<file path="config.mk">
export PLATFORM = sky130hd
export DESIGN_NAME = etc_lane_ctrl
export DESIGN_NICKNAME = d
export VERILOG_FILES = /design/src/rtl/etc_pkg.sv /design/src/rtl/etc_seq_div.sv /design/src/rtl/etc_lane_ctrl.sv
export SDC_FILE = /design/constraint.sdc
export NUM_CORES = 1
export LEC_CHECK = 0
export BUFFER_PORTS_ARGS = -buffer_cell sky130_fd_sc_hd__buf_4
export CAP_MARGIN = 20
export CORE_MARGIN = 2
export CORE_UTILIZATION = 50
export CTS_BUF_LIST = sky130_fd_sc_hd__clkbuf_16
export DETAILED_ROUTE_END_ITERATION = 7
export PLACE_DENSITY = 0.72
export SETUP_SLACK_MARGIN = 0.5
export SYNTH_ARGS = -nofsm -noshare
export SYNTH_HDL_FRONTEND = slang
export SYNTH_HIERARCHICAL = 1
export SYNTH_SLANG_ARGS = --single-unit
</file>
<file path="constraint.sdc">
create_clock -name clk -period 3.2 [get_ports clk]
set_input_delay 0.16 -clock clk [delete_from_list [all_inputs] [get_ports clk]]
set_output_delay 0.16 -clock clk [all_outputs]
set_load 0.1 [all_outputs]
</file>
<file path="src/rtl/etc_pkg.sv">
// Shared types and constants for the ETC lane controller.
// Speed numerator and divider width are derived from the lane geometry.
package etc_pkg;

  typedef enum logic [2:0] {
    IDLE,
    TRANSIT,
    DIVIDE,
    DECIDE,
    HOLD
  } etc_state_e;

  localparam logic [1:0] EPASS_NONE  = 2'b00;
  localparam logic [1:0] EPASS_VALID = 2'b10;

  // cm * (ms per s): dividing by elapsed ms yields cm/s
  function automatic longint unsigned div_num(
    input int gap_cm,
    input int n_sens
  );
    return 64'(gap_cm) * 64'(n_sens - 1) * 64'd1000;
  endfunction

  function automatic int div_width(input longint unsigned num);
    int w;
    w = 0;
    for (int i = 0; i < 64; i++) begin
      if (num[i]) w = i + 1;
    end
    return w;
  endfunction

endpackage

</file>
<file path="src/rtl/etc_seq_div.sv">
// Restoring divider, one quotient bit per cycle.
// The first step is folded into the start cycle so ready lands N cycles later.
module etc_seq_div #(
  parameter int N = 20,
  parameter int D = 11
) (
  input  logic         clk,
  input  logic         rst_n,
  input  logic         start,
  input  logic [N-1:0] dividend,
  input  logic [D-1:0] divisor,
  output logic [N-1:0] quotient,
  output logic         ready,
  output logic         busy
);

  localparam int CW = $clog2(N + 1);

  logic [D-1:0]  rem_q, rem_in, rem_nx;
  logic [N-1:0]  quo_q, quo_in, quo_nx;
  logic [D-1:0]  dvs_q, dvs_in;
  logic [CW-1:0] cnt_q;
  logic          busy_q, ready_q;
  logic [D:0]    rem_sh;
  logic          ge;

  always_comb begin
    rem_in = busy_q ? rem_q : '0;
    quo_in = busy_q ? quo_q : dividend;
    dvs_in = busy_q ? dvs_q : divisor;
    rem_sh = {rem_in, quo_in[N-1]};
    ge     = rem_sh >= {1'b0, dvs_in};
    rem_nx = ge ? D'(rem_sh - {1'b0, dvs_in})
                : rem_sh[D-1:0];
    quo_nx = {quo_in[N-2:0], ge};
  end

  always_ff @(posedge clk or negedge rst_n) begin
    if (!rst_n) begin
      rem_q   <= '0;
      quo_q   <= '0;
      dvs_q   <= '0;
      cnt_q   <= '0;
      busy_q  <= 1'b0;
      ready_q <= 1'b0;
    end else begin
      ready_q <= 1'b0;
      if (busy_q) begin
        rem_q <= rem_nx;
        quo_q <= quo_nx;
        cnt_q <= cnt_q - 1'b1;
        if (cnt_q == CW'(1)) begin
          busy_q  <= 1'b0;
          ready_q <= 1'b1;
        end
      end else if (start) begin
        rem_q  <= rem_nx;
        quo_q  <= quo_nx;
        dvs_q  <= divisor;
        cnt_q  <= CW'(N - 1);
        busy_q <= 1'b1;
      end
    end
  end

  assign quotient = quo_q;
  assign ready    = ready_q;
  assign busy     = busy_q;

endmodule

</file>
<file path="src/rtl/etc_lane_ctrl.sv">
// Non-stop ETC lane controller: N-sensor transit timing, averaged
// speed via sequential divide, overspeed, segment timeout, barrier hold.
module etc_lane_ctrl
  import etc_pkg::*;
#(
  parameter int NUM_SENSORS = 3,
  parameter int WIDTH_TIK   = 16,
  parameter int TIK_PER_MS  = 50000,
  parameter int WIDTH_MS    = 9,
  parameter int WIDTH_SPEED = 14,
  parameter int GAP_CM      = 500,
  parameter int SPEED_LIMIT = 3333,
  parameter int HOLD_MS     = 300
) (
  input  logic                   clk,
  input  logic                   reset_n,
  input  logic [NUM_SENSORS-1:0] sensor,
  input  logic [1:0]             valid_Epass,
  input  logic                   enable,
  output logic [WIDTH_SPEED-1:0] speed,
  output logic                   speed_valid,
  output logic                   done,
  output logic                   barrier,
  output logic                   overspeed,
  output logic                   fault
);

  localparam longint unsigned NUM = div_num(GAP_CM, NUM_SENSORS);
  localparam int DIV_W = div_width(NUM);
  localparam int TW    = WIDTH_MS + $clog2(NUM_SENSORS);
  localparam int SW    = $clog2(NUM_SENSORS);
  localparam int HW    = $clog2(HOLD_MS + 1);

  localparam logic [DIV_W-1:0]     DIVIDEND  = DIV_W'(NUM);
  localparam logic [WIDTH_TIK-1:0] TIK_LAST  = WIDTH_TIK'(TIK_PER_MS - 1);
  localparam logic [WIDTH_MS-1:0]  MS_MAX    = '1;
  localparam logic [SW-1:0]        SEG_LAST  = SW'(NUM_SENSORS - 1);
  localparam logic [HW-1:0]        HOLD_LAST = HW'(HOLD_MS - 1);
  localparam logic [31:0]          LIMIT     = 32'(SPEED_LIMIT);
  localparam longint unsigned      SPD_MAX   = (64'd1 << WIDTH_SPEED) - 1;

  logic [NUM_SENSORS-1:0] sync1_q, sync2_q, prev_q, rise;

  etc_state_e             state_q, state_d;
  logic [WIDTH_TIK-1:0]   tik_q, tik_d, tik_nx;
  logic [WIDTH_MS-1:0]    seg_ms_q, seg_ms_d;
  logic [TW-1:0]          total_q, total_d;
  logic [SW-1:0]          seg_q, seg_d;
  logic [1:0]             epass_q, epass_d;
  logic [HW-1:0]          hold_q, hold_d;
  logic [WIDTH_SPEED-1:0] speed_q, speed_d, spd_sat;
  logic                   over_q, over_d;
  logic                   fault_q, fault_d;
  logic                   barrier_q, barrier_d;
  logic                   sv_q, sv_d;
  logic                   done_q, done_d;
  logic                   ms_tick;

  logic [DIV_W-1:0] div_quo;
  logic             div_ready, div_busy, div_start;

  always_ff @(posedge clk or negedge reset_n) begin
    if (!reset_n) begin
      sync1_q <= '0;
      sync2_q <= '0;
      prev_q  <= '0;
    end else begin
      sync1_q <= sensor;
      sync2_q <= sync1_q;
      prev_q  <= sync2_q;
    end
  end

  assign rise = sync2_q & ~prev_q;

  assign div_start = (state_q == DIVIDE) && !div_busy && !div_ready;

  etc_seq_div #(
    .N (DIV_W),
    .D (TW)
  ) u_div (
    .clk      (clk),
    .rst_n    (reset_n),
    .start    (div_start),
    .dividend (DIVIDEND),
    .divisor  (total_q),
    .quotient (div_quo),
    .ready    (div_ready),
    .busy     (div_busy)
  );

  assign ms_tick = (tik_q == TIK_LAST);
  assign tik_nx  = ms_tick ? '0 : tik_q + 1'b1;

  // zero elapsed time means "too fast to measure"
  always_comb begin
    if (total_q == '0 || 64'(div_quo) > SPD_MAX) spd_sat = '1;
    else spd_sat = WIDTH_SPEED'(div_quo);
  end

  always_comb begin
    state_d   = state_q;
    tik_d     = tik_q;
    seg_ms_d  = seg_ms_q;
    total_d   = total_q;
    seg_d     = seg_q;
    epass_d   = epass_q;
    hold_d    = hold_q;
    speed_d   = speed_q;
    over_d    = over_q;
    fault_d   = fault_q;
    barrier_d = barrier_q;
    sv_d      = 1'b0;
    done_d    = 1'b0;
    unique case (state_q)
      IDLE: begin
        if (enable && rise[0]) begin
          state_d  = TRANSIT;
          tik_d    = '0;
          seg_ms_d = '0;
          total_d  = '0;
          epass_d  = EPASS_NONE;
          seg_d    = SW'(1);
        end
      end
      TRANSIT: begin
        if (!enable) begin
          state_d = IDLE;
        end else if (seg_ms_q == MS_MAX) begin
          state_d   = IDLE;
          fault_d   = 1'b1;
          done_d    = 1'b1;
          barrier_d = 1'b0;
        end else begin
          tik_d = tik_nx;
          if (ms_tick) seg_ms_d = seg_ms_q + 1'b1;
          if (epass_q == EPASS_NONE) epass_d = valid_Epass;
          // a ms completing on the edge cycle still belongs to this segment
          if (rise[seg_q]) begin
            total_d  = total_q + TW'(seg_ms_q) + TW'(ms_tick);
            seg_ms_d = '0;
            tik_d    = '0;
            if (seg_q == SEG_LAST) state_d = DIVIDE;
            else seg_d = seg_q + 1'b1;
          end
        end
      end
      DIVIDE: begin
        if (!enable) begin
          state_d = IDLE;
        end else if (div_ready) begin
          state_d   = DECIDE;
          speed_d   = spd_sat;
          over_d    = 32'(spd_sat) > LIMIT;
          fault_d   = 1'b0;
          sv_d      = 1'b1;
          done_d    = 1'b1;
          barrier_d = (epass_q == EPASS_VALID);
        end
      end
      DECIDE: begin
        tik_d   = '0;
        hold_d  = '0;
        state_d = barrier_q ? HOLD : IDLE;
      end
      HOLD: begin
        tik_d = tik_nx;
        if (ms_tick) begin
          if (hold_q == HOLD_LAST) begin
            barrier_d = 1'b0;
            state_d   = IDLE;
          end else begin
            hold_d = hold_q + 1'b1;
          end
        end
      end
      default: state_d = IDLE;
    endcase
  end

  always_ff @(posedge clk or negedge reset_n) begin
    if (!reset_n) begin
      state_q   <= IDLE;
      tik_q     <= '0;
      seg_ms_q  <= '0;
      total_q   <= '0;
      seg_q     <= '0;
      epass_q   <= '0;
      hold_q    <= '0;
      speed_q   <= '0;
      over_q    <= 1'b0;
      fault_q   <= 1'b0;
      barrier_q <= 1'b0;
      sv_q      <= 1'b0;
      done_q    <= 1'b0;
    end else begin
      state_q   <= state_d;
      tik_q     <= tik_d;
      seg_ms_q  <= seg_ms_d;
      total_q   <= total_d;
      seg_q     <= seg_d;
      epass_q   <= epass_d;
      hold_q    <= hold_d;
      speed_q   <= speed_d;
      over_q    <= over_d;
      fault_q   <= fault_d;
      barrier_q <= barrier_d;
      sv_q      <= sv_d;
      done_q    <= done_d;
    end
  end

  assign speed       = speed_q;
  assign speed_valid = sv_q;
  assign done        = done_q;
  assign barrier     = barrier_q;
  assign overspeed   = over_q;
  assign fault       = fault_q;

endmodule

</file>
==> reports/qor.csv, run 1 <==
metric,value,unit
CP bufs+invs,2,
Tot GR Track Use,22.2,%
fin nets,866,
Synth Area in XOR/XNOR,1.88,%
largest family of logic cells by synthesized area,compound AO/OA/AOI/OAI gates,
pwr/cell area,813,nW/um^2
total power draw,7.39,mW
worst r2r src,tik_q[10],
count of different cell masters after synthesis,81,
# IOs,27,
routability congestion estimate,0.888,
top cell type by total area after synthesis,dfrtp_1,
R2R Setup Slk,0.28,ns
die area,15800,um^2
Pleak,3.93,nW
WL final,17700,um
vias per std cell,6.06,
total global routing overflow,0,
Syn-to-layout area delta,23.1,%
DP Area,7910,um^2
clock buffer count from CTS,17,
share of layout cells above drive strength 1,23.0,%
Worst Tran Pin Value,0.611,ns
Max Cap Viol,0,
Worst setup endpoint,total_q[8],
synthesized area,7380,um^2
status,"complete, no violations",
crit-path cells,"or3b_1, or4_4, clkinv_4, fa_2, inv_2, fa_2, nor2b_4, o2111ai_4, a31oi_1, xor2_1, a22o_1",
terminus of the critical flop-to-flop path,total_q[8],
Post-synth ARST share,100,%
DRT Pass-1 Iters,5,
synthesized area per cell,9.82,um^2
Die Ht,126,um
Syn. warnings,6,
CP endpoint kind,flip-flop,
initial antenna violation count,0,
Compound-Gate Fraction of Synth Area,19.5,%
Ant. Diodes,0,
Root Driver,clkbuf_16,
Post-synth EDFFs,0,
adder-cell share of the synthesized area,4.88,%
Finished Cell Area,9080,um^2
"Slew Viols, Final",0,
Worst path max stage delay,0.53,ns
CP Launch Point,tik_q[10],
Fmax,343,MHz
"commonest cells after routing, fill and taps aside","dfrtp_1, nand2_1, buf_4",
pin count of the biggest net entering global routing,80,
Clock Tree Buf Depth,2,
Die W,126,um
"most used cell, CP",fa_2,
Rel. slew slack,58.9,%
Syn Inst Count,752,
endpoints failing setup,0,
RSZ-0062 raised after global routing,yes,
Synth area leaders,"dfrtp_1, mux2i_1, ha_1",
top-area cell type share of the netlist area,43.7,%
clock skew,0.00905,ns
HP Class,primary input to flip-flop,
CP Max Fanout,3,
Startpoint Class,flip-flop,
CTS sink count,129,
Crit path required time,3.51,ns
first-pass GRT wire length,28700,um
drt wl/cell,17.2,um
critical path's top delay family,simple AND/OR/NAND/NOR gates,
Routed Antenna Nets,0,
H-tree depth,4,
"Hold Vio Cnt, Final",0,
Final Cycle Share,91.2,%
total vias in the final route,6227,
Post-DP HPWL,11300,um
vias in the first global route,5913,
reg2reg path depth,11,
Clock Pin Slew Worst Setup and Hold Paths,0.06,ns
Starting Density,51.0,%
Critical Path AT,3.23,ns
Critical-path top delay cell,or4_4,
clock insertion delay at the later pin of the skew report,0.43,ns
"most common cell after layout, fill and taps aside",dfrtp_1,
Tmin final,2.92,ns
post-synthesis mux area share,8.00,%
# rows,44,
setup TNS,0,ns
Residual DRC,0,
Synth Register Bits,129,
WP depth,11,
Post-Synth Simple-Gate Area,18.0,%
CTS tree,built,
Worst VDD drop,498,uV
Port Buf Inserts,26,
Core Area,14500,um^2
register area share after synthesis,43.7,%
Setup CP Type,flip-flop to flip-flop,
Synth Flop Type,dfrtp_1,
Iter 0 DRT Violations,517,
## flip-flops by register name, summed over array words and instances, names as in the netlist, 2 cells and up
| register | count |
|---|---|
| u_div/quotient | 20 |
| tik_q | 16 |
| speed | 14 |
| total_q | 11 |
| u_div/dvs_q | 11 |
| u_div/rem_q | 11 |
| hold_q | 9 |
| seg_ms_q | 9 |
| u_div/cnt_q | 5 |
| prev_q | 3 |
| state_q | 3 |
| sync1_q | 3 |
| sync2_q | 3 |
| epass_q | 2 |
| seg_q | 2 |
## power by group
| group | internal (mW) | total [mW] | switching (mW) | leakage [nW] |
|---|---|---|---|---|
| sequential | 1.96 | 2.26 | 0.303 | 1.70 |
| clock | 0.978 | 1.72 | 0.745 | 0.251 |
| combinational | 1.58 | 3.40 | 1.82 | 1.98 |
## stage by stage
stage	cells	worst slack [ns]	hold slack [ns]	utilization, %
detailed placement	963	0.208	0.271	54.6
floorplan	770	0.349	-0.136	-
CTS	1011	0.343	0.0355	59.5
global placement	963	0.258	0.270	54.6
global route	1028	0.200	0.0507	62.7
finish	1028	0.281	0.0509	62.7
## worst min path at each step
| stage | depth (start not counted) | endpoint | from | slack (ns) |
|---|---|---|---|---|
| 2_1_floorplan | 0 | barrier | reset_n | -0.14 |
| 3_3_place_gp | 1 | sync1_q[0] | sensor[0] | 0.27 |
| 3_5_place_dp | 1 | sync1_q[2] | sensor[2] | 0.27 |
| 4_1_cts | 2 | state_q[0] | enable | 0.04 |
| 5_1_grt | 2 | state_q[0] | enable | 0.05 |
| 6_report | 2 | state_q[0] | enable | 0.05 |
## metal layers
metal | routed length (um) | vias up | track usage, %
li1 | - | 2951 | -
met1 | 7990 | 3055 | 31.0
met2 | 8470 | 178 | 34.6
met3 | 857 | 43 | 5.31
met4 | 413 | 0 | 6.80
met5 | 0 | - | 0
## cell type report
type,instances,area (um^2)
well taps,184,230
fillers,1115,5390
clock buffers,17,425
repair buffers,76,704
multi-input cells,573,4260
clock inverters,15,96.3
inverters,34,133
flip-flops and latches,129,3240
## cell usage after synthesis, types with 3 or more instances
| master | number |
|---|---|
| dfrtp_1 | 129 |
| ha_1 | 24 |
| clkbuf_1 | 25 |
| nor4_1 | 15 |
| and3_1 | 6 |
| o22ai_1 | 9 |
| nand2b_1 | 11 |
| a32oi_1 | 4 |
| a221o_1 | 3 |
| o2111ai_1 | 3 |
| a31oi_1 | 15 |
| o22a_1 | 15 |
| xor2_1 | 8 |
| nand4b_1 | 3 |
| o21a_1 | 7 |
| o31ai_1 | 12 |
| nor2_1 | 36 |
| or3_1 | 10 |
| mux2i_1 | 38 |
| nor3_1 | 14 |
| nor2b_1 | 8 |
| nand4_1 | 14 |
| nand2_1 | 76 |
| or4_1 | 4 |
| buf_1 | 3 |
| and2_1 | 8 |
| a211oi_1 | 3 |
| and4_1 | 3 |
| o21ai_0 | 48 |
| a21o_1 | 6 |
| fa_1 | 3 |
| nand3b_1 | 6 |
| inv_1 | 31 |
| a21oi_1 | 24 |
| o21ai_1 | 4 |
| nand3_1 | 27 |
| xnor2_1 | 6 |
| mux2_2 | 15 |
| buf_6 | 3 |
| a22o_1 | 6 |
| o211ai_1 | 8 |
## kinds of logic after synthesis
family	after synthesis
AO/OA/AOI/OAI	200
XOR/XNOR	15
adder cells (fa/ha/maj)	27
buffers and inverters	68
flip-flops	129
multiplexers	56
other	2
AND/OR/NAND/NOR	255
## timing repair
action	4_1_cts	5_1_grt
pin swaps	8	15
cloned	0	2
setup endpoints to repair	38	46
setup buffers	11	13
endpoints found under the hold margin	81	0
hold buffers	5	0
resized for setup	11	57
Power figures use the tool's default switching activity.
==> run 2: changes to the inputs <==
BUFFER_PORTS_ARGS = -buffer_cell sky130_fd_sc_hd__buf_2   (was -buffer_cell sky130_fd_sc_hd__buf_4)
PLACE_DENSITY = 0.69   (was 0.72)
==> reports/qor.csv, run 2 (same netlist as run 1, synthesis figures left out) <==
metric,value,unit,change
status,"complete, no violations",,
drt wl/cell,17.4,um,+1.1%
CTS sink count,129,,unchanged
H-tree depth,4,,unchanged
Starting Density,51.0,%,unchanged
Worst Tran Pin Value,0.907,ns,+0.296 ns
total global routing overflow,0,,unchanged
initial antenna violation count,0,,unchanged
Layout Utilization,61.1,%,-1.7 points
fin nets,865,,-0.12%
Post-DP HPWL,11500,um,+1.7%
terminus of the critical flop-to-flop path,total_q[10],,
CTS tree,built,,
Worst Hold Launch,valid_Epass[1],,
Fin Hold WS,0.0365,ns,-0.0144 ns
Sequential Power Share,32.2,%,+1.6 points
Clock Power Share,25.1,%,+1.8 points
Final Cycle Share,90.8,%,-0.43 points
DRT Pass-1 Iters,5,,unchanged
Pleak,3.88,nW,-1.4%
Root Driver,clkbuf_16,,
"commonest cells after routing, fill and taps aside","dfrtp_1, nand2_1, o21ai_0",,
Logic pwr share,42.6,%,-3.4 points
clock buffer count from CTS,17,,unchanged
pwr/cell area,793,nW/um^2,-2.5%
Largest register FFs,20,,unchanged
Die W,126,um,unchanged
Tot GR Track Use,23.1,%,+0.89 points
Hold Path Sink,epass_q[1],,
Clock Tree Buf Depth,2,,unchanged
Rel. slew slack,39.5,%,-19 points
CP endpoint kind,flip-flop,,
routability congestion estimate,0.859,,-3.2%
die area,15800,um^2,unchanged
Ant. Diodes,0,,unchanged
"Hold Vio Cnt, Final",0,,unchanged
P_sw,2.76,mW,-3.8%
pin count of the biggest net entering global routing,68,,-15%
worst r2r src,tik_q[11],,
Residual DRC,0,,unchanged
HP Class,primary input to flip-flop,,
RSZ-0062 raised after global routing,yes,,
total vias in the final route,6180,,-0.75%
reg2reg path depth,11,,unchanged
Max Cap Viol,0,,unchanged
Die Ht,126,um,unchanged
Critical Path AT,3.22,ns,about the same
R2R Setup Slk,0.30,ns,about the same
vias in the first global route,6113,,+3.4%
"Slew Viols, Final",0,,unchanged
clock insertion delay at the later pin of the skew report,0.42,ns,about the same
setup TNS,0,ns,unchanged
WHS Path Cells,2,,unchanged
endpoints failing setup,0,,unchanged
first-pass GRT wire length,29800,um,+3.8%
Tmin final,2.90,ns,-0.0137 ns
WL final,17900,um,+0.98%
Worst VDD drop,457,uV,-8.4%
Iter 0 DRT Violations,483,,-6.6%
Int Pwr,4.26,mW,-5.8%
Clock Pin Slew Worst Setup and Hold Paths,0.06,ns,about the same
CP Max Fanout,3,,unchanged
Routed Antenna Nets,0,,unchanged
# rows,44,,unchanged
Port Buf Inserts,26,,unchanged
Syn-to-layout area delta,19.8,%,
Setup CP Type,flip-flop to flip-flop,,
vias per std cell,6.02,,-0.66%
Crit path required time,3.51,ns,about the same
share of layout cells above drive strength 1,22.1,%,-0.92 points
Fmax,344,MHz,+0.47%
clock skew,0.00850,ns,-0.000547 ns
Core Area,14500,um^2,unchanged
"most common cell after layout, fill and taps aside",dfrtp_1,,
Switching Share,39.3,%,+0.50 points
# IOs,27,,unchanged
Startpoint Class,flip-flop,,
run 2: changes by cell type in the layout (fill, tap and decap cells not counted), sizes merged:
cell	previous run	this run
inv	35	38
clkinv	10	6
dlygate4sd3	5	4
clkbuf	20	18
buf	68	70
clkinvlp	4	5
run 2: layout make-up:
type                    count  area, um^2
multi-input cells         573        4170
flip-flops and latches    129        3230
inverters                  34         133
repair buffers             75         548
fillers                  1186        5630
well taps                 184         230
clock buffers              17         425
clock inverters            15         110
run 2: power groups by stage:
stage | Clock [mW] | Combinational (mW) | Sequential (mW)
3_3_place_gp | 0 | 2.62 | 2.27
5_1_grt | 1.88 | 3.25 | 2.31
6_report | 1.76 | 2.99 | 2.26
4_1_cts | 1.79 | 2.81 | 2.25
3_5_place_dp | 0 | 2.69 | 2.29
2_1_floorplan | 0 | 2.01 | 2.43
run 2: per-stage QoR:
step,power [mW],cells,worst slack (ns),instance area (um^2)
2_1_floorplan,4.44,770,0.349,7520
3_3_place_gp,4.89,968,0.246,7890
3_5_place_dp,4.98,968,0.194,7890
4_1_cts,6.85,1023,0.313,8670
5_1_grt,7.43,1027,0.200,8850
6_report,7.01,1027,0.295,8850
run 2: metal layers:
layer / vias to the layer above / share of wire (%) / track usage, %
li1: 2931 / - / -
met1: 3020 / 44 / 30.7
met2: 196 / 49 / 37.3
met3: 33 / 4.4 / 4.62
met4: 0 / 2.0 / 9.48
met5: - / 0 / 0
run 2: what timing repair did:
item,in CTS,in global routing
pin swaps,12,10
buffers inserted,19,3
hold endpoints to repair,66,0
gates resized for setup,17,32
endpoints found under the setup margin,30,37
hold buffers,4,0
run 2: worst max-delay path by stage:
stage / from / cells after the start / endpoint / slack, ns
floorplan: tik_q[11] / 13 / total_q[8] / 0.35
global placement: tik_q[0] / 12 / total_q[10] / 0.25
detailed placement: tik_q[0] / 12 / total_q[10] / 0.19
CTS: tik_q[11] / 11 / total_q[10] / 0.31
global route: tik_q[11] / 11 / total_q[10] / 0.20
finish: tik_q[11] / 11 / total_q[10] / 0.30
run 2: worst max-delay path, cell delays in order (launching register included):
cell	delay, ns
dfrtp_2	0.41
or3b_1	0.35
or4_4	0.51
clkinv_4	0.08
fa_2	0.20
inv_2	0.05
fa_2	0.41
nor2b_4	0.17
o2111ai_4	0.14
a32oi_2	0.27
a31o_2	0.17
nand2_1	0.04
==> run 3: changes to the inputs <==
ABC_AREA = 1   (was not set)
==> reports/qor.csv, run 3 <==
metric,value,unit,change
Worst Tran Pin Value,0.805,ns,-0.103 ns
"commonest cells after routing, fill and taps aside","nand2_1, inv_1, dfrtp_1",,
setup TNS,0,ns,unchanged
Ant. Diodes,0,,unchanged
RSZ-0062 raised after global routing,no,,
Fin Hold WS,0.0259,ns,-0.0105 ns
status,"complete, no violations",,
Finished Cell Area,8600,um^2,-2.7%
HP Class,primary input to flip-flop,,
Fmax,393,MHz,+14%
pin count of the biggest net entering global routing,84,,+24%
# IOs,27,,unchanged
total global routing overflow,0,,unchanged
top-area cell type share of the netlist area,42.7,%,-1.1 points
Post-DP HPWL,12200,um,+5.8%
Syn-to-layout area delta,13.7,%,
synthesized area,7570,um^2,+2.5%
fillers,1347,,+14%
Clock Pin Slew Worst Setup and Hold Paths,0.06,ns,about the same
Final Cycle Share,79.6,%,-11 points
Synth Flop Type,dfrtp_1,,
first-pass GRT wire length,29800,um,+0.28%
clock skew,0.0111,ns,+0.00255 ns
CTS sink count,129,,unchanged
Worst VDD drop,389,uV,-15%
Starting Density,51.7,%,+0.69 points
Syn Inst Count,991,,+32%
total vias in the final route,6502,,+5.2%
Iter 0 DRT Violations,517,,+7.0%
Die Ht,127,um,+1.2%
Int Pwr,2.92,mW,-31%
Post-synth EDFFs,0,,unchanged
Startpoint Class,flip-flop,,
H-tree depth,4,,unchanged
top cell type by total area after synthesis,dfrtp_1,,
FF/Latch Area,3230,um^2,about the same
Routed Antenna Nets,0,,unchanged
clock insertion delay at the later pin of the skew report,0.42,ns,about the same
Crit path required time,3.50,ns,about the same
vias per std cell,5.25,,-13%
initial antenna violation count,0,,unchanged
"Hold Vio Cnt, Final",0,,unchanged
"Cell Count, Final, Fillers Out",1238,,+21%
multi-input logic area,3780,um^2,-9.3%
fin nets,1077,,+25%
routability congestion estimate,0.903,,+5.2%
Sequential Power Share,44.6,%,+12 points
Core Area,14600,um^2,+1.1%
Synth area leaders,"dfrtp_1, nand2_1, inv_1",,
Max Cap Viol,0,,unchanged
Pleak,4.60,nW,+19%
P_sw,0.870,mW,-68%
vias in the first global route,6142,,+0.47%
Logic pwr share,3.3,%,-39 points
Critical Path AT,2.84,ns,-0.38 ns
synthesized area per cell,7.64,um^2,-22%
Syn. warnings,6,,unchanged
pwr/cell area,440,nW/um^2,-44%
share of layout cells above drive strength 1,12.0,%,-10 points
Tmin final,2.55,ns,-0.358 ns
endpoints failing setup,0,,unchanged
Layout Utilization,58.7,%,-2.3 points
Root Driver,clkbuf_16,,
CP Max Fanout,11,,+8
CTS tree,built,,
drt wl/cell,14.2,um,-19%
Synth Register Bits,129,,unchanged
Largest register FFs,20,,unchanged
top post-synthesis cells by count,"nand2_1, dfrtp_1, inv_1, nor2_1, nand3_1",,
WL final,17500,um,-2.1%
Residual DRC,0,,unchanged
CP endpoint kind,flip-flop,,
# rows,44,,unchanged
dpl cells,1201,,+24%
Port Buf Inserts,26,,unchanged
Setup CP Type,flip-flop to flip-flop,,
Post-synth ARST share,100,%,unchanged
top-count cell post-synth,nand2_1,,
Switching Share,23.0,%,-16 points
clock buffer count from CTS,17,,unchanged
Rel. slew slack,46.2,%,+6.6 points
register area share after synthesis,42.7,%,-1.1 points
DRT Pass-1 Iters,5,,unchanged
die area,16100,um^2,+2.4%
Tot GR Track Use,23.2,%,+0.037 points
Clock Power Share,52.1,%,+27 points
count of different cell masters after synthesis,57,,-30%
"most common cell after layout, fill and taps aside",nand2_1,,
Die W,127,um,+1.2%
Clock Tree Buf Depth,2,,unchanged
"Slew Viols, Final",0,,unchanged
DP Area,7910,um^2,+0.24%
==> run 3: layout make-up <==
class / instances / area share (%)
multi-input cells: 719 / 43.9
flip-flops and latches: 129 / 37.6
inverters: 138 / 6.11
clock buffers: 17 / 4.94
repair buffers: 37 / 2.89
well taps: 184 / 2.68
clock inverters: 14 / 1.92
==> run 3: cells by family (layout without fill, tap and decap cells) <==
family	after synthesis	count (layout)	synth area share, %
compound gates	145	145	11.5
xor+xnor	12	12	1.39
fa+ha+maj	27	27	4.76
buf+inv	161	206	8.81
flops	129	129	42.7
mux	1	1	0.132
other cells	2	20	0.0992
simple gates	514	514	30.6
==> run 3: worst max-delay path: stages, from the launching register on <==
cell and delay (ns):
dfrtp_2 0.45, ha_1 0.25, nand3_1 0.13, nor2_2 0.06, nand2_1 0.10, nor3_2 0.06, ha_2 0.21, nor2_1 0.23
nor2_4 0.09, nor2_4 0.14, nand2_8 0.12, inv_2 0.16, nand3_2 0.17, inv_2 0.17, nor3b_2 0.06
==> run 3: path summary, 6_finish.rpt <==
kind                                     start     endpoint  slack [ns]  cells after the start
min in group asynchronous              reset_n    hold_q[7]        0.35                      2
worst max register to register     seg_ms_q[0]     tik_q[4]        0.65                     14
max in group asynchronous              reset_n  seg_ms_q[1]        2.13                      3
worst max-delay path               seg_ms_q[0]     tik_q[4]        0.65                     14
worst min-delay path            valid_Epass[1]   epass_q[1]        0.03                      3
worst min register to register      sync1_q[2]   sync2_q[2]        0.35                      0
==> run 3: power groups by stage <==
stage / registers (mW) / clock network, mW / logic, mW
after floorplan: 1.71 / 0 / 0.0658
after global placement: 1.72 / 0 / 0.121
after detailed placement: 1.72 / 0 / 0.123
after CTS: 1.69 / 2.01 / 0.126
after global routing: 1.69 / 2.10 / 0.149
final: 1.69 / 1.97 / 0.124
==> run 3: what timing repair did <==
action	4_1_cts	5_1_grt
buffers inserted	0	2
pin swaps	0	1
hold endpoints to repair	85	0
endpoints found under the setup margin	2	40
hold buffers	4	0
gates resized for setup	2	14
==> run 3: layer usage <==
metal	GRT usage, %	share of wire (%)
met1	34.2	51
met2	34.5	43
met3	5.11	4.4
met4	6.72	1.5
met5	0	0
==> run 3: through the flow <==
| stage | power (mW) | setup WS (ns) |
|---|---|---|
| 6_report | 3.79 | 0.653 |
| 5_1_grt | 3.94 | 0.449 |
| 4_1_cts | 3.83 | 0.505 |
| 3_5_place_dp | 1.84 | 0.523 |
| 3_3_place_gp | 1.84 | 0.561 |
| 2_1_floorplan | 1.78 | 0.703 |
